===== src/rtl/icap_mb_pkg.sv =====
// Shared definitions for the Spartan-6 MultiBoot ICAP sequencer:
// configuration command words, controller states and the ICAP byte bit-swap.
package icap_mb_pkg;

  localparam logic [15:0] DUMMY      = 16'hFFFF;
  localparam logic [15:0] SYNC0      = 16'hAA99;
  localparam logic [15:0] SYNC1      = 16'h5566;
  localparam logic [15:0] WR_GEN1    = 16'h3261;
  localparam logic [15:0] WR_GEN2    = 16'h3281;
  localparam logic [15:0] WR_GEN3    = 16'h32A1;
  localparam logic [15:0] WR_GEN4    = 16'h32C1;
  localparam logic [15:0] WR_CMD     = 16'h30A1;
  localparam logic [15:0] CMD_REBOOT = 16'h000E;
  localparam logic [15:0] NOOP       = 16'h2000;

  typedef enum logic [1:0] {
    ST_STARTUP = 2'd0,
    ST_READY   = 2'd1,
    ST_SEQ     = 2'd2,
    ST_FINISH  = 2'd3
  } state_t;

  // ICAP expects each byte presented MSB-to-LSB reversed.
  function automatic logic [15:0] bitswap16(input logic [15:0] w);
    logic [15:0] r;
    r = 16'h0000;
    for (int i = 0; i < 8; i++) begin
      r[i]     = w[7 - i];
      r[8 + i] = w[15 - i];
    end
    return r;
  endfunction

endpackage


===== src/rtl/icap_mb_rom.sv =====
// Combinational reboot command-word generator: maps word index k to the
// 16-bit command word (before bit-swap) and flags the final word.
module icap_mb_rom
  import icap_mb_pkg::*;
#(
  parameter logic [7:0]  SPI_OPCODE   = 8'h03,
  parameter int          WRITE_GOLDEN = 0,
  parameter logic [23:0] GOLDEN_ADDR  = 24'h000000,
  parameter int          NOOP_COUNT   = 4
) (
  input  logic [4:0]  k,
  input  logic [23:0] addr,
  output logic [15:0] word,
  output logic        last
);

  localparam int         LEN    = 9 + 4 * WRITE_GOLDEN + NOOP_COUNT;
  localparam logic [4:0] LAST_K = 5'(LEN - 1);

  logic [5:0] j;

  // Without golden programming the four GENERAL_3/4 slots are skipped.
  always_comb begin
    if ((WRITE_GOLDEN == 0) && (k >= 5'd7)) begin
      j = {1'b0, k} + 6'd4;
    end else begin
      j = {1'b0, k};
    end
  end

  always_comb begin
    case (j)
      6'd0:    word = DUMMY;
      6'd1:    word = SYNC0;
      6'd2:    word = SYNC1;
      6'd3:    word = WR_GEN1;
      6'd4:    word = addr[15:0];
      6'd5:    word = WR_GEN2;
      6'd6:    word = {SPI_OPCODE, addr[23:16]};
      6'd7:    word = WR_GEN3;
      6'd8:    word = GOLDEN_ADDR[15:0];
      6'd9:    word = WR_GEN4;
      6'd10:   word = {SPI_OPCODE, GOLDEN_ADDR[23:16]};
      6'd11:   word = WR_CMD;
      6'd12:   word = CMD_REBOOT;
      default: word = NOOP;
    endcase
  end

  assign last = (k == LAST_K);

endmodule


===== src/rtl/icap_multiboot_ctrl.sv =====
// Spartan-6 MultiBoot sequencer: accepts a req/sel reboot request and streams
// the IPROG command sequence for the selected flash image to an external ICAP.
module icap_multiboot_ctrl
  import icap_mb_pkg::*;
#(
  parameter int          NUM_IMAGES     = 8,
  parameter logic [23:0] IMAGE_BASE     = 24'h054000,
  parameter logic [23:0] IMAGE_STRIDE   = 24'h054000,
  parameter logic [7:0]  SPI_OPCODE     = 8'h03,
  parameter int          WRITE_GOLDEN   = 0,
  parameter logic [23:0] GOLDEN_ADDR    = 24'h000000,
  parameter int          NOOP_COUNT     = 4,
  parameter int          STARTUP_CYCLES = 15,
  localparam int         SEL_W          = (NUM_IMAGES > 1) ? $clog2(NUM_IMAGES) : 1
) (
  input  logic             fastclk,
  input  logic             reset,
  input  logic             req,
  input  logic [SEL_W-1:0] sel,
  output logic             ready,
  output logic             busy,
  output logic             done,
  output logic             err,
  output logic             icap_ce_n,
  output logic             icap_wr_n,
  output logic [15:0]      icap_i
);

  localparam logic [7:0] STARTUP_LAST = 8'(STARTUP_CYCLES - 1);

  state_t      state, state_nx;
  logic [7:0]  cnt, cnt_nx;
  logic [4:0]  k, k_nx;
  logic [23:0] addr_q, addr_nx;
  logic        ready_nx, busy_nx, done_nx, err_nx, ce_n_nx, wr_n_nx;
  logic [15:0] icap_nx;
  logic [23:0] sel_addr;
  logic        sel_ok;
  logic [15:0] rom_word;
  logic        rom_last;

  // Image address wraps modulo 2^24 by construction of the 24-bit result.
  assign sel_addr = IMAGE_BASE + 24'(sel) * IMAGE_STRIDE;
  assign sel_ok   = (int'(sel) < NUM_IMAGES);

  icap_mb_rom #(
    .SPI_OPCODE   (SPI_OPCODE),
    .WRITE_GOLDEN (WRITE_GOLDEN),
    .GOLDEN_ADDR  (GOLDEN_ADDR),
    .NOOP_COUNT   (NOOP_COUNT)
  ) u_rom (
    .k    (k),
    .addr (addr_q),
    .word (rom_word),
    .last (rom_last)
  );

  // Next-state and next-output logic; outputs are registered one edge later.
  always_comb begin
    state_nx = state;
    cnt_nx   = cnt;
    k_nx     = k;
    addr_nx  = addr_q;
    ready_nx = 1'b0;
    busy_nx  = busy;
    done_nx  = 1'b0;
    err_nx   = 1'b0;
    ce_n_nx  = 1'b1;
    wr_n_nx  = 1'b1;
    icap_nx  = 16'hFFFF;
    case (state)
      ST_STARTUP: begin
        cnt_nx = cnt + 8'd1;
        if (cnt == STARTUP_LAST) begin
          state_nx = ST_READY;
          ready_nx = 1'b1;
        end else begin
          state_nx = ST_STARTUP;
        end
      end
      ST_READY: begin
        ready_nx = 1'b1;
        if (req && sel_ok) begin
          state_nx = ST_SEQ;
          addr_nx  = sel_addr;
          k_nx     = 5'd0;
          busy_nx  = 1'b1;
          ready_nx = 1'b0;
        end else if (req) begin
          err_nx = 1'b1;
        end else begin
          state_nx = ST_READY;
        end
      end
      ST_SEQ: begin
        ce_n_nx = 1'b0;
        wr_n_nx = 1'b0;
        icap_nx = bitswap16(rom_word);
        if (rom_last) begin
          state_nx = ST_FINISH;
        end else begin
          k_nx = k + 5'd1;
        end
      end
      ST_FINISH: begin
        state_nx = ST_READY;
        ready_nx = 1'b1;
        done_nx  = 1'b1;
        busy_nx  = 1'b0;
      end
      default: begin
        state_nx = ST_STARTUP;
        cnt_nx   = 8'd0;
        busy_nx  = 1'b0;
      end
    endcase
  end

  // State, counters and registered outputs.
  always_ff @(posedge fastclk) begin
    if (reset) begin
      state     <= ST_STARTUP;
      cnt       <= 8'd0;
      k         <= 5'd0;
      addr_q    <= 24'd0;
      ready     <= 1'b0;
      busy      <= 1'b0;
      done      <= 1'b0;
      err       <= 1'b0;
      icap_ce_n <= 1'b1;
      icap_wr_n <= 1'b1;
      icap_i    <= 16'hFFFF;
    end else begin
      state     <= state_nx;
      cnt       <= cnt_nx;
      k         <= k_nx;
      addr_q    <= addr_nx;
      ready     <= ready_nx;
      busy      <= busy_nx;
      done      <= done_nx;
      err       <= err_nx;
      icap_ce_n <= ce_n_nx;
      icap_wr_n <= wr_n_nx;
      icap_i    <= icap_nx;
    end
  end

endmodule


===== config.mk =====
export PLATFORM = sky130hd
export DESIGN_NAME = icap_multiboot_ctrl
export DESIGN_NICKNAME = d
export VERILOG_FILES = /design/src/rtl/icap_mb_pkg.sv /design/src/rtl/icap_mb_rom.sv /design/src/rtl/icap_multiboot_ctrl.sv
export SDC_FILE = /design/constraint.sdc
export NUM_CORES = 1
export LEC_CHECK = 0
export CORE_ASPECT_RATIO = 1.75
export CORE_MARGIN = 2
export CORE_UTILIZATION = 51
export CTS_BUF_LIST = sky130_fd_sc_hd__clkbuf_8
export DETAILED_ROUTE_END_ITERATION = 16
export DONT_BUFFER_PORTS = 1
export GPL_TIMING_DRIVEN = 0
export HOLD_SLACK_MARGIN = 0.12
export PLACE_DENSITY_LB_ADDON = 0.15
export SYNTH_ARGS = -nofsm -noshare
export SYNTH_HDL_FRONTEND = slang
export SYNTH_SLANG_ARGS = --single-unit
export TNS_END_PERCENT = 1

===== constraint.sdc =====
create_clock -name fastclk -period 2.87 [get_ports fastclk]
set_clock_uncertainty 0.05 [all_clocks]
set_input_delay 0.287 -clock fastclk [delete_from_list [all_inputs] [get_ports fastclk]]
set_output_delay 0.287 -clock fastclk [all_outputs]
set_load 0.02 [all_outputs]

# ---- Word-level counts from Yosys, hierarchy flattened
# Index checks and enable logic that the tools add are counted.
dict set report word_totals {
  ff_bits 59
  inputBits 6
  out_inout_bits 22
}
dict set report classes {
  add_sub_neg 4
  mul 1
  n_lt_le_gt_ge 1
  n_eq_ne 20
  muxes 16
  n_bitwise 1
  reduce_logical 8
}
# cell n
set op_table {}
lappend op_table {{$pmux 16 s13} 1}
lappend op_table {{$eq 6x4->1 const B} 5}
lappend op_table {{$eq 6x3->1 const B} 4}
lappend op_table {{$add 19x22->23 const A} 1}
lappend op_table {{$eq 6x2->1 const B} 2}
lappend op_table {{$mux 5} 2}
lappend op_table {{$pmux 5 s2} 1}
lappend op_table {{$add 8x1->8 const B} 1}
lappend op_table {{$eq 8x4->1 const B} 1}
lappend op_table {{$mul 3x5->8 const B} 1}
lappend op_table {{$pmux 2 s4} 1}
lappend op_table {{$add 5x3->6 const B} 1}
lappend op_table {{$eq 6x1->1 const B} 1}
lappend op_table {{$logic_not 6->1} 1}
lappend op_table {{$mux 1} 6}
lappend op_table {{$mux 6} 1}
lappend op_table {{$ne 2x2->1 const B} 3}
lappend op_table {{$add 5x1->5 const B} 1}
lappend op_table {{$eq 5x4->1 const B} 1}
lappend op_table {{$ge 5x3->1 const B} 1}
lappend op_table {{$eq 2x2->1 const B} 2}
lappend op_table {{$mux 2} 2}
lappend op_table {{$reduce_and 2->1} 2}
lappend op_table {{$reduce_bool 2->1} 2}
lappend op_table {{7 further kinds} 7}

# ---- Logic depth before layout (Yosys ltp)
# Gate-level depths: netlist (run 1).
dict set report logic_depth {
  ltp_word 4
  mapped_depth 8
}

# ---- By module
# From an unflattened synthesis (run 1), not the netlist that was laid out.
dict set report unflattened {
  cells_unflattened 289
  area_unflattened_um2 2583.7
}
# module instances cells_each area_each_um2 seq_area_each_um2
set by_module_without_submodules {}
lappend by_module_without_submodules {icap_multiboot_ctrl 1 182 1800.5 880.8}
lappend by_module_without_submodules {icap_mb_rom 1 107 783.3 0.0}

# ---- Least setup slack after synthesis (run 1)
# Ideal clock, no wire load.
dict set report synth_timing {
  kind {reg-to-reg}
  startpoint {register k[2]}
  endpoint {register icap_i[2]}
  setup_ns 0.122
  t_arrival_ns 2.013
  t_required_ns 2.698
  setup_slack_ns 0.685
  stages_incl_launch_ff 8
  path_buffers 1
  path_cell_list {dfxtp_1 -> buf_2 -> inv_2 -> ha_1 -> nor2b_1 -> nor3_1 -> or2_0 -> a221o_1}
}
dict set report synth_between {
  elab_chain_cells 4
  word_cells_on_any_way 17
  classes_between {add/sub (1); order compare (1); eq/ne (12); mux (2); reduce/logical (1)}
}
# element line
set synth_rtl {}
lappend synth_rtl {{start, declared} icap_multiboot_ctrl.sv:33} ;# logic [4:0] k, k_nx;
lappend synth_rtl {{start signal, assigned} icap_multiboot_ctrl.sv:136} ;# k <= k_nx;
lappend synth_rtl {{$add 5x3->6 or $ge 5x3->1 (tied branches)} {icap_mb_rom.sv:25, icap_mb_rom.sv:24}}
lappend synth_rtl {{$mux 6 *} icap_mb_rom.sv:24} ;# if ((WRITE_GOLDEN == 0) && (k >= 5'd7)) begin
lappend synth_rtl {{$eq 6x4->1, or another cell as far along} icap_mb_rom.sv:32} ;# case (j)
lappend synth_rtl {{$pmux 16 s13 *} icap_mb_rom.sv:32}
lappend synth_rtl {{end signal, assigned} icap_multiboot_ctrl.sv:144} ;# icap_i <= icap_nx;
lappend synth_rtl {{end, declared} icap_multiboot_ctrl.sv:26} ;# output logic [15:0] icap_i
# Every way passes the cells marked *; elsewhere a longest branch is shown, timed or not.
# A chain may end at the register's enable or synchronous reset.

# ---- Final worst setup path (run 1)
# Same ends and word-level chain as after synthesis.

==> run summary, run 1 <==
Final Wtd Congestion - 0.827
pin count of the biggest net entering global routing - 16
CTS tree - built
Max VDD drop - 0.000321 V
Leak - 0.925 nW
crit end category - flop
Mean Syn Cell Area - 9.27 um2
Worst Path Required - 3.02 ns
final net count - 256
Die Ht - 89.2 um
most used flip-flop cell after synthesis - dfxtp_1
first-pass GRT wire length - 6.98 mm
via count - 1605
initial core utilization - 0.519
row count - 31
Clk Latency, worst-skew pair - 0.30 ns
initial antenna violation count - 0
clock sink count - 44
P per Cell Area - 504 nW/um2
total power - 0.00116 W
Setup CP Type - reg -> reg
Post-synth EDFFs - 0
Cells after Synth - 228
CTS max path bufs - 2
io pins - 28
die area - 4700 um2
Tot GR Track Use - 0.200
Fmax achieved - 409 MHz
Arrival @ worst endpoint - 2.60 ns
setup violators final - 0
share of the synthesized area in the top cell type - 0.417
Synth Register Bits - 44
Syn Std Cell Area - 2110 um2
combinational share of power - 0.049
status - finished, final reports clean
syn_nets - 248
Fillers - 395
CP endpoint - icap_i[2]
ANT cells - 0
Tmin final - 2.44 ns
grt total ovfl - 0
worst slew pin tran - 0.586 ns
P_int - 0.000901 W
Max Cap Viol - 0
worst slack, placed - 0.441 ns
endpoints failing hold - 0
Seq pwr share - 0.533
R2R Setup Slk - 0.43 ns
max-slew violations - 0
Resized cells post-CTS - 0
Final WS setup - 0.425 ns
reg-to-reg critical path endpoint - icap_i[2]
Async SR Flop Fraction - 0
I/O Buffers - 0
yosys warns - 0
cell with the most instances after synthesis - dfxtp_1
Tcrit/Tclk final - 0.852
Setup crit start - k[2]
Rel. slew slack - 0.605
wire length per cell - 14.3 um
DP Wirelength - 3.11 mm
Hold Path Class - in -> reg
most common library cells after synthesis - 44 x dfxtp_1, 23 x nand2_1, 22 x nor2_1
Die Wd - 52.7 um
reg2reg path depth - 7
DRC errors left - 0
Distinct cells, synth - 52
crit start category - flop
Clock power frac - 0.418
DR vias/cell - 5.61
routed wire length - 4.09 mm
top cells by area, synth - dfxtp_1 42%, ha_1 8.3%, xor2_1 4.1%, nand2_1 4.1%, nor2_1 3.9%
Clock Pin Slew Worst Setup and Hold Paths - 0.09 ns
RSZ-0062 raised after global routing - false
clock root buffer - clkbuf_8
vias in the first global route - 1574
CTS Buf Count - 5
Core ar. - 4070 um2
Detail Route Antenna Nets - 0
DR iter-0 viols - 30
share of cells above drive strength 1 - 0.0970
total negative setup slack - 0 ns
Hold WS - 0.155 ns
H-tree Lvls - 2
FF-to-FF Start - k[2]
Layout area overhead - 8.88%
sw frac - 0.223
Seq/Total Area, Yosys - 0.417
Switch Pwr - 0.000258 W
cell taking the most area after synthesis - dfxtp_1
CP max FO - 10
drt first pass iters - 4
-- area by class of cell --
class | count | area (um2) | area share
Buffer | 7 | 43.8 | 0.0190
Clock buffer | 5 | 68.8 | 0.0299
Clock inverter | 3 | 47.5 | 0.0207
Inverter | 8 | 30.0 | 0.0130
Multi-Input combinational cell | 169 | 1160 | 0.504
Sequential cell | 44 | 881 | 0.383
Tap cell | 49 | 61.3 | 0.0266
Timing Repair Buffer | 1 | 10.0 | 0.00435
-- critical path, cell delays in order (launching register included) --
cell     delay (ns)
dfxtp_1        0.36
buf_2          0.22
inv_2          0.12
ha_1           0.39
nor2b_1        0.43
nor3_1         0.18
or2_0          0.26
a221o_1        0.34
-- stage by stage --
step,cells,utilization,cell area [um2]
after global placement,277,0.534,2180
after global routing,286,0.565,2300
final,286,0.565,2300
after CTS,286,0.565,2300
after floorplan,228,-,2110
after detailed placement,277,0.534,2180
-- cell families (layout without fill, tap and decap cells) --
| family | after synthesis | after routing | share of synthesized area |
|---|---|---|---|
| buffers and inverters | 15 | 24 | 0.0349 |
| adder cells (fa/ha/maj) | 14 | 14 | 0.0828 |
| flip-flops | 44 | 44 | 0.417 |
| AO/OA/AOI/OAI | 58 | 58 | 0.210 |
| AND/OR/NAND/NOR | 81 | 81 | 0.192 |
| other | 1 | 1 | 0.00177 |
| XOR/XNOR | 15 | 15 | 0.0621 |
-- placed cells by master (no fill, tap or decap), types with 2 or more instances in the layout --
master    netlist  final
a211oi_1        2      2
a21boi_0        2      2
a21o_1          9      9
a21oi_1        12     12
a221o_1         3      3
a22o_1          2      2
and2_1          4      4
and3b_1         2      2
buf_2           2      2
buf_4           2      2
clkbuf_1        2      2
clkbuf_8        0      5
clkinv_4        0      2
dfxtp_1        44     44
ha_1           14     14
inv_1           7      7
nand2_1        23     23
nand2b_1        3      3
nand3_1         6      6
nand4_1         2      2
nor2_1         22     22
nor2b_1         3      3
nor3_1          2      2
nor4_1          2      2
o21ai_0        13     13
or2_2           3      3
or3_1           2      2
xnor2_1         5      5
xor2_1         10     10
-- worst min path at each step --
stage            from          to  slack (ns)  depth (start not counted)
2_1_floorplan  sel[0]  addr_q[14]        0.35                          1
3_3_place_gp   sel[0]  addr_q[14]        0.35                          1
3_5_place_dp   sel[0]  addr_q[14]        0.36                          1
4_1_cts           req        busy        0.15                          2
5_1_grt           req        busy        0.16                          2
6_report          req        busy        0.16                          2
-- timing repair --
item                      CTS  global route
hold buffers                1             0
buffers inserted            0             0
hold endpoints to repair    1             0
-- per-layer routing --
| metal | vias up | GRT usage | share of wire |
|---|---|---|---|
| met1 | 736 | 0.207 | 0.38 |
| met5 | - | 0 | 0 |
| li1 | 814 | - | - |
| met3 | 12 | 0.0535 | 0.039 |
| met2 | 43 | 0.358 | 0.55 |
| met4 | 0 | 0.105 | 0.031 |
-- flip-flops by register name (all words and copies together) (netlist names), named ones only --
| register | flops |
|---|---|
| addr_q | 9 |
| busy | 1 |
| cnt | 8 |
| done | 1 |
| icap_i | 16 |
| icap_wr_n | 1 |
| k | 5 |
| ready | 1 |
| state | 1 |
-- power groups by stage --
stage,Clock [W],Combinational (W),Sequential (W)
6_report,0.000485,0.0000571,0.000618
3_5_place_dp,0,0.0000566,0.000632
4_1_cts,0.000497,0.0000581,0.000618
5_1_grt,0.000525,0.0000654,0.000619
3_3_place_gp,0,0.0000564,0.000632
2_1_floorplan,0,0.0000477,0.000631
Power figures use the tool's default switching activity.
==> run 2: changes to the inputs <==
HOLD_SLACK_MARGIN = 0.08   (was 0.12)
==> results of run 2 <==
No change in the layout: final DEF, timing and power equal those of run 1.
==> run 3: changes to the inputs <==
CAP_MARGIN = 20   (was default)
==> results of run 3 <==
No change in the layout: final DEF, timing and power equal those of run 1.
